[config.mk]
export PLATFORM = sky130hd
export DESIGN_NAME = vga_timing_pattern_flat
export DESIGN_NICKNAME = d
export VERILOG_FILES = /design/src/rtl/vga_pkg.sv /design/src/rtl/video_if.sv /design/src/rtl/vga_pattern_gen.sv /design/src/rtl/vga_timing_pattern.sv /design/src/flat_wrapper.sv
export SDC_FILE = /design/constraint.sdc
export NUM_CORES = 1
export LEC_CHECK = 0
export CORE_MARGIN = 2
export CORE_UTILIZATION = 35
export CTS_BUF_LIST = sky130_fd_sc_hd__clkbuf_4 sky130_fd_sc_hd__clkbuf_8
export DETAILED_ROUTE_END_ITERATION = 10
export GPL_TIMING_DRIVEN = 0
export PLACE_DENSITY = 0.54
export SETUP_SLACK_MARGIN = 0.5
export SYNTH_ARGS = -nofsm -noshare
export SYNTH_HDL_FRONTEND = slang
export SYNTH_SLANG_ARGS = --single-unit
[constraint.sdc]
create_clock -name pixel_clk -period 4.6 [get_ports pixel_clk]
set_clock_uncertainty 0.05 [all_clocks]
set_input_delay 0.92 -clock pixel_clk [delete_from_list [all_inputs] [get_ports pixel_clk]]
set_output_delay 0.92 -clock pixel_clk [all_outputs]
set_load 0.005 [all_outputs]
[src/rtl/vga_pkg.sv]
// Shared types and colour constants for the VGA timing / test-pattern generator.
package vga_pkg;

    typedef enum logic [1:0] {
        GRID    = 2'd0,
        BARS    = 2'd1,
        CHECKER = 2'd2,
        SOLID   = 2'd3
    } vga_mode_e;

    typedef struct packed {
        logic [7:0] r;
        logic [7:0] g;
        logic [7:0] b;
    } rgb_t;

    localparam rgb_t BAR_WHITE   = 24'hFFFFFF;
    localparam rgb_t BAR_YELLOW  = 24'hFFFF00;
    localparam rgb_t BAR_CYAN    = 24'h00FFFF;
    localparam rgb_t BAR_GREEN   = 24'h00FF00;
    localparam rgb_t BAR_MAGENTA = 24'hFF00FF;
    localparam rgb_t BAR_RED     = 24'hFF0000;
    localparam rgb_t BAR_BLUE    = 24'h0000FF;
    localparam rgb_t BAR_BLACK   = 24'h000000;

    function automatic rgb_t bar_colour(input logic [2:0] idx);
        case (idx)
            3'd0:    return BAR_WHITE;
            3'd1:    return BAR_YELLOW;
            3'd2:    return BAR_CYAN;
            3'd3:    return BAR_GREEN;
            3'd4:    return BAR_MAGENTA;
            3'd5:    return BAR_RED;
            3'd6:    return BAR_BLUE;
            default: return BAR_BLACK;
        endcase
    endfunction

endpackage

[src/rtl/video_if.sv]
// Video output bundle; the timing generator drives it through the master modport.
interface video_if;
    logic        CLK;
    logic        HS;
    logic        VS;
    logic        BLANK;
    logic [23:0] RGB;

    modport master (output CLK, HS, VS, BLANK, RGB);
    modport slave  (input  CLK, HS, VS, BLANK, RGB);
endinterface

[src/rtl/vga_pattern_gen.sv]
// Test-pattern colour generator: registered RGB, one pixel_clk after its inputs.
// Free running, no backpressure; only the low coordinate bits that select a pattern are needed.
module vga_pattern_gen
    import vga_pkg::*;
#(
    parameter int GRID_SHIFT = 4
) (
    input  logic                pixel_clk,
    input  logic                pixel_rst,
    input  logic [GRID_SHIFT:0] x_i,
    input  logic [GRID_SHIFT:0] y_i,
    input  logic                active_i,
    input  vga_mode_e           mode_i,
    input  rgb_t                solid_i,
    input  logic [2:0]          bar_idx_i,
    output rgb_t                rgb_o
);

    rgb_t rgb_d;
    rgb_t rgb_q;

    always_comb begin
        rgb_d = BAR_BLACK;
        if (active_i) begin
            case (mode_i)
                GRID: begin
                    if ((x_i[GRID_SHIFT-1:0] == '0) || (y_i[GRID_SHIFT-1:0] == '0))
                        rgb_d = BAR_WHITE;
                end
                BARS:    rgb_d = bar_colour(bar_idx_i);
                CHECKER: begin
                    if (x_i[GRID_SHIFT] ^ y_i[GRID_SHIFT])
                        rgb_d = BAR_WHITE;
                end
                SOLID:   rgb_d = solid_i;
            endcase
        end
    end

    always_ff @(posedge pixel_clk or posedge pixel_rst) begin
        if (pixel_rst) rgb_q <= BAR_BLACK;
        else           rgb_q <= rgb_d;
    end

    assign rgb_o = rgb_q;

endmodule

[src/rtl/vga_timing_pattern.sv]
// Parametrised VGA/LCD timing generator with per-frame selectable test pattern.
// All outputs registered, 1 pixel_clk after the h/v state they decode; free running, no backpressure.
module vga_timing_pattern
    import vga_pkg::*;
#(
    parameter int HDISP      = 800,
    parameter int VDISP      = 480,
    parameter int HFP        = 40,
    parameter int HPULSE     = 48,
    parameter int HBP        = 40,
    parameter int VFP        = 12,
    parameter int VPULSE     = 3,
    parameter int VBP        = 40,
    parameter bit HS_POL     = 1'b0,
    parameter bit VS_POL     = 1'b0,
    parameter int GRID_SHIFT = 4
) (
    input  logic                       pixel_clk,
    input  logic                       pixel_rst,
    input  logic [1:0]                 mode,
    input  logic [23:0]                solid_rgb,
    video_if.master                    video_ifm,
    output logic                       frame_start,
    output logic [$clog2(HDISP)-1:0]   pix_x,
    output logic [$clog2(VDISP)-1:0]   pix_y
);

    localparam int HSUP    = HFP + HPULSE + HBP;
    localparam int HSIZE   = HSUP + HDISP;
    localparam int VSUP    = VFP + VPULSE + VBP;
    localparam int VSIZE   = VSUP + VDISP;
    localparam int HW      = $clog2(HSIZE);
    localparam int VW      = $clog2(VSIZE);
    localparam int XW      = $clog2(HDISP);
    localparam int YW      = $clog2(VDISP);
    localparam int BAR_LEN = HDISP / 8;
    localparam int BW      = (BAR_LEN > 1) ? $clog2(BAR_LEN) : 1;

    localparam logic [HW-1:0] H_LAST   = HW'(HSIZE - 1);
    localparam logic [HW-1:0] H_SUP    = HW'(HSUP);
    localparam logic [HW-1:0] H_PS     = HW'(HFP);
    localparam logic [HW-1:0] H_PE     = HW'(HFP + HPULSE);
    localparam logic [VW-1:0] V_LAST   = VW'(VSIZE - 1);
    localparam logic [VW-1:0] V_SUP    = VW'(VSUP);
    localparam logic [VW-1:0] V_PS     = VW'(VFP);
    localparam logic [VW-1:0] V_PE     = VW'(VFP + VPULSE);
    localparam logic [BW-1:0] BAR_LAST = BW'(BAR_LEN - 1);

    logic [HW-1:0] h_q, h_d;
    logic [VW-1:0] v_q, v_d;
    logic [XW-1:0] x_q, x_d;
    logic [YW-1:0] y_q, y_d;
    logic [BW-1:0] bar_cnt_q, bar_cnt_d;
    logic [2:0]    bar_idx_q, bar_idx_d;
    vga_mode_e     mode_q;
    rgb_t          solid_q;
    logic          hs_q, vs_q, blank_q, fs_q;
    logic [XW-1:0] pix_x_q;
    logic [YW-1:0] pix_y_q;
    rgb_t          rgb;

    logic h_end, v_end, h_act, v_act, active, frame_origin;

    always_comb begin
        h_end        = (h_q == H_LAST);
        v_end        = (v_q == V_LAST);
        h_act        = (h_q >= H_SUP);
        v_act        = (v_q >= V_SUP);
        active       = h_act && v_act;
        frame_origin = (h_q == '0) && (v_q == '0);

        h_d = h_end ? '0 : h_q + HW'(1);
        v_d = v_q;
        y_d = y_q;
        if (h_end) begin
            v_d = v_end ? '0 : v_q + VW'(1);
            y_d = (v_act && !v_end) ? y_q + YW'(1) : '0;
        end

        // x and the bar sub-counter restart at every line so each line starts at bar 0.
        x_d       = '0;
        bar_cnt_d = '0;
        bar_idx_d = '0;
        if (h_act && !h_end) begin
            x_d = x_q + XW'(1);
            if (bar_cnt_q == BAR_LAST) begin
                bar_idx_d = bar_idx_q + 3'd1;
            end else begin
                bar_cnt_d = bar_cnt_q + BW'(1);
                bar_idx_d = bar_idx_q;
            end
        end
    end

    always_ff @(posedge pixel_clk or posedge pixel_rst) begin
        if (pixel_rst) begin
            h_q       <= '0;
            v_q       <= '0;
            x_q       <= '0;
            y_q       <= '0;
            bar_cnt_q <= '0;
            bar_idx_q <= '0;
            mode_q    <= GRID;
            solid_q   <= '0;
            hs_q      <= !HS_POL;
            vs_q      <= !VS_POL;
            blank_q   <= 1'b0;
            fs_q      <= 1'b0;
            pix_x_q   <= '0;
            pix_y_q   <= '0;
        end else begin
            h_q       <= h_d;
            v_q       <= v_d;
            x_q       <= x_d;
            y_q       <= y_d;
            bar_cnt_q <= bar_cnt_d;
            bar_idx_q <= bar_idx_d;
            // Pattern selection only changes at the frame origin, so a frame never tears.
            if (frame_origin) begin
                mode_q  <= vga_mode_e'(mode);
                solid_q <= solid_rgb;
            end
            hs_q      <= ((h_q >= H_PS) && (h_q < H_PE)) ? HS_POL : !HS_POL;
            vs_q      <= ((v_q >= V_PS) && (v_q < V_PE)) ? VS_POL : !VS_POL;
            blank_q   <= active;
            fs_q      <= frame_origin;
            pix_x_q   <= active ? x_q : '0;
            pix_y_q   <= active ? y_q : '0;
        end
    end

    vga_pattern_gen #(
        .GRID_SHIFT (GRID_SHIFT)
    ) u_pattern (
        .pixel_clk (pixel_clk),
        .pixel_rst (pixel_rst),
        .x_i       (x_q[GRID_SHIFT:0]),
        .y_i       (y_q[GRID_SHIFT:0]),
        .active_i  (active),
        .mode_i    (mode_q),
        .solid_i   (solid_q),
        .bar_idx_i (bar_idx_q),
        .rgb_o     (rgb)
    );

    assign video_ifm.CLK   = pixel_clk;
    assign video_ifm.HS    = hs_q;
    assign video_ifm.VS    = vs_q;
    assign video_ifm.BLANK = blank_q;
    assign video_ifm.RGB   = rgb;
    assign frame_start     = fs_q;
    assign pix_x           = pix_x_q;
    assign pix_y           = pix_y_q;

endmodule

[src/flat_wrapper.sv]
// flat-port wrapper written by rule: the top's interface ports become plain ports
module vga_timing_pattern_flat import vga_pkg::*;
#(
    parameter int HDISP      = 800,
    parameter int VDISP      = 480,
    parameter int HFP        = 40,
    parameter int HPULSE     = 48,
    parameter int HBP        = 40,
    parameter int VFP        = 12,
    parameter int VPULSE     = 3,
    parameter int VBP        = 40,
    parameter bit HS_POL     = 1'b0,
    parameter bit VS_POL     = 1'b0,
    parameter int GRID_SHIFT = 4
)
  (pixel_clk, pixel_rst, mode, solid_rgb, frame_start, pix_x, pix_y, video_ifm_CLK, video_ifm_HS, video_ifm_VS, video_ifm_BLANK, video_ifm_RGB);
  video_if video_ifm_i ();
  input  logic pixel_clk;
  input  logic pixel_rst;
  input  logic [1:0] mode;
  input  logic [23:0] solid_rgb;
  output logic frame_start;
  output logic [$clog2(HDISP)-1:0] pix_x;
  output logic [$clog2(VDISP)-1:0] pix_y;
  output wire logic [$bits(video_ifm_i.CLK)-1:0] video_ifm_CLK;
  output wire logic [$bits(video_ifm_i.HS)-1:0] video_ifm_HS;
  output wire logic [$bits(video_ifm_i.VS)-1:0] video_ifm_VS;
  output wire logic [$bits(video_ifm_i.BLANK)-1:0] video_ifm_BLANK;
  output wire logic [$bits(video_ifm_i.RGB)-1:0] video_ifm_RGB;
  assign video_ifm_CLK = video_ifm_i.CLK;
  assign video_ifm_HS = video_ifm_i.HS;
  assign video_ifm_VS = video_ifm_i.VS;
  assign video_ifm_BLANK = video_ifm_i.BLANK;
  assign video_ifm_RGB = video_ifm_i.RGB;
  vga_timing_pattern #(.HDISP(HDISP), .VDISP(VDISP), .HFP(HFP), .HPULSE(HPULSE), .HBP(HBP), .VFP(VFP), .VPULSE(VPULSE), .VBP(VBP), .HS_POL(HS_POL), .VS_POL(VS_POL), .GRID_SHIFT(GRID_SHIFT)) u_core (.pixel_clk(pixel_clk), .pixel_rst(pixel_rst), .mode(mode), .solid_rgb(solid_rgb), .video_ifm(video_ifm_i), .frame_start(frame_start), .pix_x(pix_x), .pix_y(pix_y));
endmodule
# Word level (Yosys, flattened, before mapping)
# Cells that the tools add are included.
word_totals:
  wordCells: 77
  reg_bits: 122
op_classes:
  n_lt_le_gt_ge: 6
  muxes: 17
  bitwise_logic: 1
  add_sub_neg: 6
  reduce_logical: 15
  n_eq_ne: 13
op_table:
  columns: ["cell", "count"]
  rows:
  - ["$pmux 24 s7", 1]
  - ["$pmux 24 s4", 1]
  - ["$mux 24", 3]
  - ["$mux 10", 4]
  - ["$add 10x1->10 const B", 3]
  - ["$eq 10x10->1 const B", 2]
  - ["$ge 10x6->1 const B", 2]
  - ["$logic_not 10->1", 2]
  - ["$mux 9", 2]
  - ["$mux 7", 2]
  - ["$ge 10x4->1 const B", 1]
  - ["$ge 10x8->1 const B", 1]
  - ["$lt 10x4->1 const B", 1]
  - ["$lt 10x7->1 const B", 1]
  - ["$add 9x1->9 const B", 1]
  - ["$eq 3x3->1 const B", 3]
  - ["$logic_not 4->1", 2]
  - ["$add 7x1->7 const B", 1]
  - ["$eq 7x7->1 const B", 1]
  - ["$eq 3x2->1 const B", 2]
  - ["$logic_and 1x1->1", 6]
  - ["$mux 3", 2]
  - ["$eq 2x2->1 const B", 2]
  - ["$add 3x1->3 const B", 1]
  - ["9 further kinds", 11]

# Depth between registers and ports, before layout
# Gate-level depths: netlist of the first run.
logic_depth:
  ltp_word: 5
  depth_mapped: 7
  ltp_nobuf: 7

# Hierarchy
# From an unflattened synthesis of the first run, not the netlist that was laid out.
hier_totals:
  hier_cells: 445
  area_unflattened_um2: 5146.2
by_module_without_submodules:
  columns: ["module", "area_each_um2", "instances", "cells_per_inst"]
  rows:
  - ["vga_timing_pattern", 4169.0, 1, 355]
  - ["vga_pattern_gen", 977.2, 1, 90]

==> reports/qor.yml, run 1 <==
path_class: "clk2out"
start_util: 0.359
finalSetupViolations: 0
crit_path_frequent_cell: "clkbuf_8"
irDropWorstVdd_mv: 0.187
place_area_sq_mm: 0.00626
wl_per_cell_um: 13.8
die_w_um: 126
nNetsFinal: 610
path_clk_slew_ns: 0.07
regArea_sq_mm: 0.00306
core_sq_mm: 0.0145
crit_chain: "clkbuf_8, clkbuf_8, buf_4, clkdlybuf4s50_1"
pin_count: 76
synth.largest_area_cell: "dfrtp_1"
grt_overflow: 0
syn_to_final_growth_pct: 29.6
cts_tree: "yes"
outcome: "finished clean"
n_fill_cell: 1373
die_h_um: 126
hold_depth: 1
drive_gt1_frac: 0.116
yosysUniqueCellTypes: 47
synth_compound_area_frac: 0.0657
gp_congestion: 0.745
dpl.hpwl_mm: 7.31
drtIter0Drc: 226
synthArstFlopShare: 1.00
arrival_ns: 3.06
post-cts-setup-buffer-count: 0
holdPathEnd: "u_core.bar_cnt_q[0]$_DFF_PP0_"
seq_area_frac_synth: 0.586
synth_top_area_frac: 0.576
portBuffers: 75
ys_top_cells_by_area: "dfrtp_1 58%, mux2_1 3.9%, ha_1 3.6%, nand2_1 3.5%, nor2_1 3.3%"
slew_headroom: 0.247
cts_resized: 0
synthMuxAreaShare: 0.0641
drt.antenna.violating_nets: 0
drv_cap: 0
synth_ff_type: "dfrtp_1"
cts_hold_buf: 0
hold_viol: 0
netlist_instances: 467
slew_viol_final: 0
avgSynthCellArea_sq_um: 11.2
grt_max_degree: 38
route.detailed.drc: 0
die-area_sq_mm: 0.0159
crit_slowest_cell: "clkdlybuf4s50_1"
required_ns: 3.63
critPathLaunchType: "clock port"
whs_ns: 0.420
critical_path.max_fanout: 2
leakagePower_nw: 2.93
synth_warnings: 0
syn-cell-area_sq_mm: 0.00522
final_area_sq_mm: 0.00676
firstDrtPassIters: 4
synth-edff-count: 0
clock_latency_ns: 0.55
num_vias: 3622
synth_most_common_cell: "dfrtp_1"
ff2ff_path_depth: 6
worst_pin_slew_ns: 1.12
synthXorXnorAreaFrac: 0.0420
synth_top_family_by_area: "simple AND/OR/NAND/NOR gates"
via_per_inst: 4.74
tns_ns: 0
synthAdderAreaFrac: 0.0360
grt_pass1_vias: 3684
synth_fp_nets: 510
antenna_found_initial: 0
hold_start: "u_core.bar_cnt_q[0]$_DFF_PP0_"
rrSetupSlack_ns: 2.03
r2r-start: "u_core.y_q[0]$_DFFE_PP0N_"
grt_pass1_wl_mm: 18.1
synthSimpleGateAreaFrac: 0.175
crit_path_start: "pixel_clk"
end_kind: "output pin"
cp_top_family: "buffers and inverters"
wirelength_mm: 10.6
min_path_type: "reg2reg"
multi_input_area_sq_mm: 0.00200
r2r_end: "u_core.u_pattern.rgb_o[10]$_DFF_PP0_"
cp_num_buf_inv: 4
grt_setup_unrepaired: "no"
rows: 44
yosys_register_bits: 122
diodes: 0
synth_commonest_cells: "120 x dfrtp_1, 49 x nand2_1, 46 x nor2_1"
p_per_area_mw_per_mm2: 345
grtUsageTotal: 0.144
max_stage_delay_ns: 0.43
[worst max-delay path by stage]
| stage | to | slack, ns | cells after the start |
|---|---|---|---|
| finish | video_ifm_CLK | 0.57 | 4 |
| global route | video_ifm_CLK | 0.56 | 4 |
| CTS | video_ifm_CLK | 0.56 | 4 |
| detailed placement | video_ifm_CLK | 0.80 | 2 |
| global placement | video_ifm_CLK | 0.80 | 2 |
| floorplan | video_ifm_CLK | 1.22 | 1 |
[cell families (layout without fill, tap and decap cells)]
kind of cell | count (synthesis) | in the layout
xor gates and xnor gates | 25 | 25
DFF | 122 | 122
buffers and inverters | 36 | 149
AOI/OAI and AO/OA | 60 | 60
and+or+nand+nor | 179 | 179
adders and majority gates | 15 | 15
muxes | 30 | 30
[per-stage QoR]
| stage | setup slack [ns] | power, mW | instances | utilization |
|---|---|---|---|---|
| detailed placement | 0.803 | 1.22 | 729 | 0.431 |
| finish | 0.567 | 2.33 | 764 | 0.465 |
| floorplan | 1.22 | 1.16 | 467 | - |
| global placement | 0.803 | 1.21 | 726 | 0.427 |
| global route | 0.556 | 2.43 | 764 | 0.465 |
| CTS | 0.559 | 2.37 | 764 | 0.465 |
[metal layers]
metal  track usage  vias up  part of all wire
met5             0        -                 0
met1         0.189     1762              0.47
met3        0.0429       20             0.042
met2         0.220       68              0.47
li1              -     1772                 -
met4        0.0685        0             0.020
[layout by cell type, fill, tap and decap left out, drive strengths merged, types with 21 or more instances in the layout]
cell,synthesis,layout
a21oi,32,32
and2,24,24
clkbuf,14,38
clkdlybuf4s50,0,75
dfrtp,120,120
mux2,27,27
nand2,51,51
nand3,21,21
nor2,48,48
[report_power, final]
| part | switching [mW] | internal [mW] | leakage [nW] |
|---|---|---|---|
| combinational | 0.0392 | 0.0352 | 1.06 |
| sequential | 0.00594 | 1.08 | 1.62 |
| clock | 0.439 | 0.726 | 0.254 |
[registers in the layout, indices dropped and copies added (netlist names)]
signal / cells
u_core.v_q: 10
u_core.video_ifm.VS: 1
u_core.bar_cnt_q: 7
u_core.video_ifm.HS: 1
u_core.mode_q: 2
u_core.u_pattern.rgb_o: 24
u_core.pix_y: 9
u_core.frame_start: 1
u_core.solid_q: 24
u_core.pix_x: 10
u_core.bar_idx_q: 3
u_core.h_q: 10
u_core.video_ifm.BLANK: 1
u_core.y_q: 9
u_core.x_q: 10
[layout make-up]
class / instances / area share
Sequential cell: 122 / 0.452
Clock buffer: 25 / 0.0504
Buffer: 20 / 0.0150
Tap cell: 184 / 0.0341
Multi-Input combinational cell: 309 / 0.296
Timing Repair Buffer: 77 / 0.119
Inverter: 16 / 0.00944
Clock inverter: 11 / 0.0246
Note: power is estimated with default switching activity, not from simulation.
==> run 2, diff against run 1 <==
--- a/config.mk
+++ b/config.mk
@@ -5,11 +5,11 @@
 export SDC_FILE = /design/constraint.sdc
 export NUM_CORES = 1
 export LEC_CHECK = 0
-export CORE_MARGIN = 2
 export CORE_UTILIZATION = 35
 export CTS_BUF_LIST = sky130_fd_sc_hd__clkbuf_4 sky130_fd_sc_hd__clkbuf_8
 export DETAILED_ROUTE_END_ITERATION = 10
 export GPL_TIMING_DRIVEN = 0
+export HOLD_SLACK_MARGIN = 0.08
 export PLACE_DENSITY = 0.54
 export SETUP_SLACK_MARGIN = 0.5
 export SYNTH_ARGS = -nofsm -noshare
==> run 2 against run 1 <==
  * Global-route usage grew 0.17 points
  * Flip-flop and latch count is the same
  * Register-to-register slack lost 0.02 ns
  * Non-clock buffer count is the same
  * Core utilization grew 0.12 points
  * Worst setup slack gained 0.00057 ns
  * Clock power is essentially flat
  * Critical path depth is the same
  * Routed wire length shrank 4.7%
==> reports/qor.yml, run 2 (synthesized netlist as in run 1, its figures left out) <==
outcome: "finished clean"
setup_ws_ns: 0.568  # +0.000575 ns
worst_pin_slew_ns: 1.14  # +0.0209 ns
clock_latency_ns: 0.54  # about the same
drtIter0Drc: 207  # -8.4%
slew_viol_final: 0  # unchanged
drt.antenna.violating_nets: 0  # unchanged
grt_use_met2: 0.224  # +0.00430
required_ns: 3.63  # about the same
rows: 44  # unchanged
p_int_mw: 1.89  # +2.3%
gp_congestion: 0.795  # +6.7%
crit_slowest_cell: "clkdlybuf4s50_1"
hold_depth: 1  # unchanged
wl_per_cell_um: 13.2  # -4.7%
use_met1: 0.185  # -0.00371
slew_headroom: 0.232  # -0.0141
pre_cts_ws_ns: 0.803  # unchanged
crit_path_frequent_cell: "clkbuf_8"
max_stage_delay_ns: 0.43  # about the same
place_area_sq_mm: 0.00627  # +0.12%
clockPowerShare: 0.502  # +0.002
swShare: 0.194  # -0.0142
tns_ns: 0  # unchanged
min_path_type: "reg2reg"
portBuffers: 75  # unchanged
mostFrequentLayoutCells: "120 x dfrtp_1, 75 x clkdlybuf4s50_1, 49 x nand2_1"
drive_gt1_frac: 0.116  # unchanged
p_per_area_mw_per_mm2: 346  # +0.26%
hold_viol: 0  # unchanged
grt_pass1_vias: 3608  # -2.1%
die_h_um: 124  # -1.6%
power_switching_mw: 0.454  # -6.3%
grt_max_degree: 40  # +5.3%
power_mw: 2.34  # +0.52%
syn_to_final_growth_pct: 29.9
cts_resized: 0  # unchanged
post-cts-setup-buffer-count: 0  # unchanged
cts_hold_buf: 0  # unchanged
path_class: "clk2out"
grt_pass1_wl_mm: 16.9  # -7.0%
grt_overflow: 0  # unchanged
leakagePower_nw: 2.95  # +0.57%
antenna_found_initial: 0  # unchanged
cp_num_buf_inv: 4  # unchanged
combPwrFrac: 0.032  # about the same
diodes: 0  # unchanged
n_fill_cell: 1342  # -2.3%
arrival_ns: 3.06  # about the same
holdPathEnd: "u_core.bar_cnt_q[0]$_DFF_PP0_"
drv_cap: 0  # unchanged
hold_start: "u_core.bar_cnt_q[0]$_DFF_PP0_"
path_clk_slew_ns: 0.06  # about the same
ff2ff_path_depth: 6  # unchanged
num_vias: 3562  # -1.7%
grt_setup_unrepaired: "no"
final_area_sq_mm: 0.00677  # +0.26%
seqPwrFrac: 0.466  # -0.002
finalSetupViolations: 0  # unchanged
crit_chain: "clkbuf_8, clkbuf_8, buf_4, clkdlybuf4s50_1"
critical_path.max_fanout: 2  # unchanged
grtUsageTotal: 0.146  # +0.00168
start_util: 0.359  # unchanged
r2r_end: "u_core.u_pattern.rgb_o[9]$_DFF_PP0_"
cp_top_family: "buffers and inverters"
rrSetupSlack_ns: 2.01  # -0.02 ns
wirelength_mm: 10.1  # -4.7%
nNetsFinal: 610  # unchanged
critPathLaunchType: "clock port"
firstDrtPassIters: 4  # unchanged
grt_use_met3: 0.0462  # +0.00334
core_sq_mm: 0.0145  # unchanged
cts_tree: "yes"
pin_count: 76  # unchanged
via_per_inst: 4.66  # -1.7%
irDropWorstVdd_mv: 0.150  # -20%
whs_ns: 0.399  # -0.0209 ns
gr-max-usage-layer: "met2"
r2r-start: "u_core.y_q[0]$_DFFE_PP0N_"
layout_commonest_cell: "dfrtp_1"
die_w_um: 124  # -1.6%
end_kind: "output pin"
die-area_sq_mm: 0.0154  # -3.1%
route.detailed.drc: 0  # unchanged
dpl.hpwl_mm: 7.05  # -3.6%
## run 2: power by group through the flow
stage | logic [mW] | registers (mW) | clock network [mW]
5_1_grt | 0.0847 | 1.09 | 1.26
4_1_cts | 0.0779 | 1.09 | 1.21
2_1_floorplan | 0.0345 | 1.11 | 0.0141
3_3_place_gp | 0.0690 | 1.11 | 0.0304
6_report | 0.0747 | 1.09 | 1.18
3_5_place_dp | 0.0775 | 1.11 | 0.0304
## run 2: how the worst max path moves through the flow
stage,endpoint,depth (start not counted),from
2_1_floorplan,video_ifm_CLK,1,pixel_clk
3_3_place_gp,video_ifm_CLK,2,pixel_clk
3_5_place_dp,video_ifm_CLK,2,pixel_clk
4_1_cts,video_ifm_CLK,4,pixel_clk
5_1_grt,video_ifm_CLK,4,pixel_clk
6_report,video_ifm_CLK,4,pixel_clk
## run 2: per-stage QoR
stage / cells / util
after global placement: 726 / 0.427
after floorplan: 467 / -
after detailed placement: 729 / 0.431
after CTS: 764 / 0.466
final: 764 / 0.466
after global routing: 764 / 0.466
## run 2: routing by layer
layer | vias up | share of wire
met4 | 0 | 0.019
met3 | 17 | 0.048
met5 | - | 0
met1 | 1704 | 0.47
met2 | 74 | 0.46
li1 | 1767 | -
## run 2: area by class of cell
class                           count  area (sq um)  area share
Multi-Input combinational cell    309          2000       0.295
Tap cell                          184           230      0.0340
Inverter                           16          63.8     0.00942
Buffer                             20           101      0.0150
Timing Repair Buffer               77           808       0.119
Sequential cell                   122          3060       0.451
Clock inverter                      6           133      0.0196
Clock buffer                       30           384      0.0567
## run 2: worst register-to-register path: stages, from the launching register on
cell and delay (ns):
dfrtp_1 0.41, inv_1 0.09, ha_1 0.19, nor3b_1 0.16, o41ai_1 0.98, clkbuf_1 0.46, a21oi_1 0.09
